**config.mk**
```make
export PLATFORM = sky130hd
export DESIGN_NAME = uart_tx_ctrl
export DESIGN_NICKNAME = d
export VERILOG_FILES = /design/src/rtl/uart_tx_ctrl.sv
export SDC_FILE = /design/constraint.sdc
export NUM_CORES = 1
export LEC_CHECK = 0
export BUFFER_PORTS_ARGS = -buffer_cell sky130_fd_sc_hd__buf_2
export CORE_ASPECT_RATIO = 1.4
export CORE_UTILIZATION = 55
export CTS_BUF_LIST = sky130_fd_sc_hd__clkbuf_2 sky130_fd_sc_hd__clkbuf_4 sky130_fd_sc_hd__clkbuf_8
export DETAILED_ROUTE_END_ITERATION = 10
export HOLD_SLACK_MARGIN = 0.1
export PLACE_DENSITY = 0.77
export SLEW_MARGIN = 30
export SYNTH_ARGS = -nofsm -noshare
export SYNTH_HDL_FRONTEND = slang
export SYNTH_SLANG_ARGS = --single-unit
```
**constraint.sdc**
```tcl
create_clock -name ACLK -period 2.1 [get_ports ACLK]
set_input_delay 0.105 -clock ACLK [delete_from_list [all_inputs] [get_ports ACLK]]
set_output_delay 0.105 -clock ACLK [all_outputs]
set_load 0.05 [all_outputs]
```
**src/rtl/uart_tx_ctrl.sv**
```systemverilog
// UART transmit sequencer: one-entry holding register feeding a start/data/[parity]/stop serialiser.
// Define UART_TX_PARITY_EN to add the cfg_parity_odd input and a parity bit between data and stop.
//
// state  | meaning
// IDLE   | line idle (txd=1), waiting for a pulse with the holding register full
// START  | start bit (txd=0) on the line
// DATA   | data bit bit_cnt on the line, LSB first
// PARITY | parity bit on the line (UART_TX_PARITY_EN only)
// STOP   | stop bit on the line; stop_second marks the second of two
module uart_tx_ctrl #(
  parameter int DATA_W = 8
) (
  input  logic              ACLK,
  input  logic              ARESETn,
  input  logic              tx_baud_pulse,
  input  logic [DATA_W-1:0] tx_data,
  input  logic              tx_valid,
  output logic              tx_ready,
  input  logic              cfg_stop2,
`ifdef UART_TX_PARITY_EN
  input  logic              cfg_parity_odd,
`endif
  output logic              txd,
  output logic              tx_busy,
  output logic              tx_done
);

  localparam int CNT_W = $clog2(DATA_W);
  localparam logic [CNT_W-1:0] LAST_BIT = CNT_W'(DATA_W - 1);

  localparam logic [2:0] ST_IDLE   = 3'd0;
  localparam logic [2:0] ST_START  = 3'd1;
  localparam logic [2:0] ST_DATA   = 3'd2;
`ifdef UART_TX_PARITY_EN
  localparam logic [2:0] ST_PARITY = 3'd3;
`endif
  localparam logic [2:0] ST_STOP   = 3'd4;

  logic [2:0]        state;
  logic [DATA_W-1:0] hold;
  logic              hold_vld;
  logic [DATA_W-1:0] shift;
  logic [CNT_W-1:0]  bit_cnt;
  logic [CNT_W-1:0]  bit_nxt;
  logic              stop2_q;
  logic              stop_second;
  logic              txd_q;
  logic              accept;
  logic              frame_end;
  logic              load;
`ifdef UART_TX_PARITY_EN
  logic              parity_odd_q;
  logic              par_bit;

  assign par_bit = (^shift) ^ parity_odd_q;
`endif

  assign bit_nxt = bit_cnt + CNT_W'(1);
  assign accept  = tx_valid && !hold_vld;

  // The last stop bit ends on this pulse unless a second stop bit is still owed.
  assign frame_end = tx_baud_pulse && (state == ST_STOP) && !(stop2_q && !stop_second);
  assign load      = hold_vld && ((tx_baud_pulse && (state == ST_IDLE)) || frame_end);

  always_ff @(posedge ACLK or negedge ARESETn) begin
    if (!ARESETn) begin
      hold     <= '0;
      hold_vld <= 1'b0;
    end else if (load) begin
      hold_vld <= 1'b0;
    end else if (accept) begin
      hold     <= tx_data;
      hold_vld <= 1'b1;
    end
  end

  always_ff @(posedge ACLK or negedge ARESETn) begin
    if (!ARESETn) begin
      state        <= ST_IDLE;
      shift        <= '0;
      bit_cnt      <= '0;
      stop2_q      <= 1'b0;
      stop_second  <= 1'b0;
      txd_q        <= 1'b1;
`ifdef UART_TX_PARITY_EN
      parity_odd_q <= 1'b0;
`endif
    end else if (load) begin
      state        <= ST_START;
      shift        <= hold;
      bit_cnt      <= '0;
      stop2_q      <= cfg_stop2;
      stop_second  <= 1'b0;
      txd_q        <= 1'b0;
`ifdef UART_TX_PARITY_EN
      parity_odd_q <= cfg_parity_odd;
`endif
    end else if (tx_baud_pulse) begin
      case (state)
        ST_IDLE: begin
          txd_q <= 1'b1;
        end
        ST_START: begin
          state   <= ST_DATA;
          bit_cnt <= '0;
          txd_q   <= shift[0];
        end
        ST_DATA: begin
          if (bit_cnt != LAST_BIT) begin
            bit_cnt <= bit_nxt;
            txd_q   <= shift[bit_nxt];
          end else begin
            bit_cnt <= '0;
`ifdef UART_TX_PARITY_EN
            state   <= ST_PARITY;
            txd_q   <= par_bit;
`else
            state       <= ST_STOP;
            stop_second <= 1'b0;
            txd_q       <= 1'b1;
`endif
          end
        end
`ifdef UART_TX_PARITY_EN
        ST_PARITY: begin
          state       <= ST_STOP;
          stop_second <= 1'b0;
          txd_q       <= 1'b1;
        end
`endif
        ST_STOP: begin
          // Chaining into the next frame is handled by load above.
          if (stop2_q && !stop_second) begin
            stop_second <= 1'b1;
            txd_q       <= 1'b1;
          end else begin
            state <= ST_IDLE;
            txd_q <= 1'b1;
          end
        end
        default: begin
          state <= ST_IDLE;
          txd_q <= 1'b1;
        end
      endcase
    end
  end

  assign txd      = txd_q;
  assign tx_ready = !hold_vld;
  assign tx_busy  = (state != ST_IDLE) || hold_vld;
  assign tx_done  = frame_end;

endmodule

```
==> summary.md <==
| Metric | Value |
|---|---|
| Status | `finished clean` |
| Via/cell ratio | `5.919` |
| Post-route cell area | `1503 sq um` |
| DRT Wirelength | `2082 um` |
| Reg2reg setup slack | `430 ps` |
| Setup bufs post-CTS | `0` |
| Hold Vio Cnt, Final | `0` |
| Worst vdd ir | `0.8030 mV` |
| Detailed placer's ending HPWL | `1492 um` |
| Clock Latency Late Sink | `310 ps` |
| Highest net fanout along the worst path | `7` |
| Final setup viols | `0` |
| Reg2Reg Depth | `5` |
| Crit path max-delay family | `simple AND/OR/NAND/NOR gates` |
| Max Slew Vio Count | `0` |
| DP Area | `1346 sq um` |
| Final #Nets | `142` |
| Total placed cells including tap cells | `around 130` |
| Yosys reg bits | `26` |
| Routability cong. | `0.8411` |
| Row count | `20` |
| Layout Cells excl Fill | `148` |
| Post-Syn Area | `1262 sq um` |
| Post-synth top area cell | `dfrtp_1` |
| Distinct cell type count of the synthesized netlist | `35` |
| Antenna violations before repair | `0` |
| CTS Buffer Depth | `2` |
| Fin crit share | `0.7976` |
| Syn Inst Count | `97` |
| Power density over cell area | `1347 nW/um^2` |
| Post-route minimum period | `1675 ps` |
| RR Startpoint | `bit_cnt[0]` |
| Clock tree skew after final layout | `approximately 4.2 ps` |
| Cts hold-fix bufs | `12` |
| Layout area overhead | `19.03%` |
| Mean Syn Cell Area | `13.02 sq um` |
| Highest-count cells in the layout ignoring fill and taps | `dfrtp_1, buf_2, mux2_2` |
| WP data required | `2360 ps` |
| Post-Route Utilization | `0.6902` |
| Hold Worst Slack | `292.9 ps` |
| Die height | `58.69 um` |
| Startpoint types | `flip-flop` |
| Layout cells sized above 1 | `0.3810` |
| Top Ports | `17` |
| Fmax | `0.5971 GHz` |
| Syn_nets | `112` |
| Setup TNS | `0 ps` |
| Core area | `2177 sq um` |
| CTS sink cnt | `26` |
| Port Buffers | `16` |
| CTS clock-pin slew for the worst setup and hold paths | `around 140 ps` |
| Pin count of the biggest net entering global routing | `27` |
| H-tree Lvls | `1` |
| GR Util All Layers | `0.1992` |
| Worst Tran Pin Value | `558.6 ps` |
| Filler cells | `175` |
| First-pass iteration count of the detailed router | `4` |
| Share of Yosys cell area claimed by the top area cell type | `0.4955` |
| Vias in the first global route | `928` |
| CTS tree | `built` |
| Critical Path Max Stage Delay | `500 ps` |
| Post-CTS sizing | `0` |
| Die X | `~42 um` |
| Leak | `0.0007179 uW` |
| Buf+Inv Stages, Crit Path | `0` |
| Vias | `876` |
| Slew Limit Headroom | `0.6276` |
| Inserted Clock Buffers | `3` |
| Max Cap Viol | `0` |
| Critical path capture point type | `flip-flop` |
| CP max-delay cell | `dfrtp_1` |
| Root Driver | `clkbuf_4` |
| Diodes inserted | `0` |
| Starting Density | `0.5799` |
| DRC viols | `0` |
| FF-to-FF End | `bit_cnt[1]` |
| DRT antenna net count | `0` |
| 1st-iter DRT viols | `16` |
| Kind of critical path | `flip-flop to flip-flop` |
| Warnings, synthesis | `0` |
| Die Area | `2494 sq um` |
| Most area-consuming cells after synthesis | `dfrtp_1, mux2_2, mux2_4` |
| First-pass GRT wire length | `approximately 3800 um` |
| Register area share after synthesis | `0.5164` |
| GR Overflow Total | `0` |
| Worst hold path class | `input port to async pin` |
| Most common cell after layout, fill and taps aside | `dfrtp_1` |
| RSZ-0062 raised after global routing | `false` |
| Drt wl/cell | `14.07 um` |
| Crit-path cells | `ha_1 -> ha_1 -> or3_1 -> nor2_1 -> a32o_1` |
| Crit path top cell by count | `ha_1` |
| CP arrival | `slightly below 2000 ps` |
==> how the worst max path moves through the flow <==
stage                     slack (ps)  cells past startpoint  startpoint          to
after CTS                        410                      5  bit_cnt[0]  bit_cnt[1]
final                            430                      5  bit_cnt[0]  bit_cnt[1]
after global placement           450                      4  bit_cnt[0]  bit_cnt[0]
after global routing             330                      5  bit_cnt[0]  bit_cnt[1]
after detailed placement         440                      5  bit_cnt[0]  bit_cnt[1]
after floorplan                  650                      2    hold_vld     tx_busy
==> report_power, final <==
part	internal, uW	switching [uW]
logic	456	392
clock network	106	141
registers	743	186
total	1310	718
==> area by class of cell <==
cell class                      count  area (sq um)  share of cell area
Clock buffer                        4         36.28             0.02415
Inverter                            4         15.01            0.009992
Multi-Input combinational cell     63         564.3              0.3755
Sequential cell                    26         651.9              0.4338
Tap cell                           22         27.53             0.01832
Timing Repair Buffer               29         207.7              0.1382
==> cell families (layout without fill, tap and decap cells) <==
kind of cell               Yosys count  in the layout  synth area share
AOI/OAI and AO/OA                   18             18            0.1169
adders and majority gates            2              2           0.01982
buffers and inverters                8             37           0.03666
DFF                                 26             26            0.5164
muxes                               21             21            0.1962
and+or+nand+nor                     22             22            0.1140
==> through the flow <==
| step | setup WS, ps | power [uW] |
|---|---|---|
| detailed placement | 441.7 | 1778 |
| global route | 334.0 | 2173 |
| finish | 425.1 | 2024 |
| global placement | 454.0 | 1740 |
| CTS | 408.0 | 2041 |
| floorplan | 654.1 | 1607 |
==> cells in the mapped netlist (all sizes together) <==
cell type  count
a21oi          3
o221ai         1
nand2          2
nor2b          2
a311oi         1
o211ai         1
nor2           3
and2b          2
mux2i          3
a32o           2
or3            1
dfstp          1
and3           2
a22o           1
nand4          1
nor3b          4
o21a           1
o21ai          4
o31ai          2
inv            4
mux2          18
a41o           1
ha             2
buf            3
clkbuf         1
nand2b         2
dfrtp         25
nand3          1
nor3           2
o22ai          1
==> per-layer routing <==
| layer | track usage | up-vias | routed length [um] |
|---|---|---|---|
| li1 | - | 413 | - |
| met3 | 0.02454 | 2 | 45 |
| met4 | 0.08929 | 0 | 19 |
| met2 | 0.3560 | 14 | 1098 |
| met5 | 0 | - | 0 |
| met1 | 0.2391 | 447 | 918 |
==> registers in the layout (all words and copies together), names as in the netlist <==
signal / flops
state: 3
stop2_q: 1
stop_second: 1
shift: 8
bit_cnt: 3
hold: 8
hold_vld: 1
txd: 1
(Power assumes the default switching activity.)
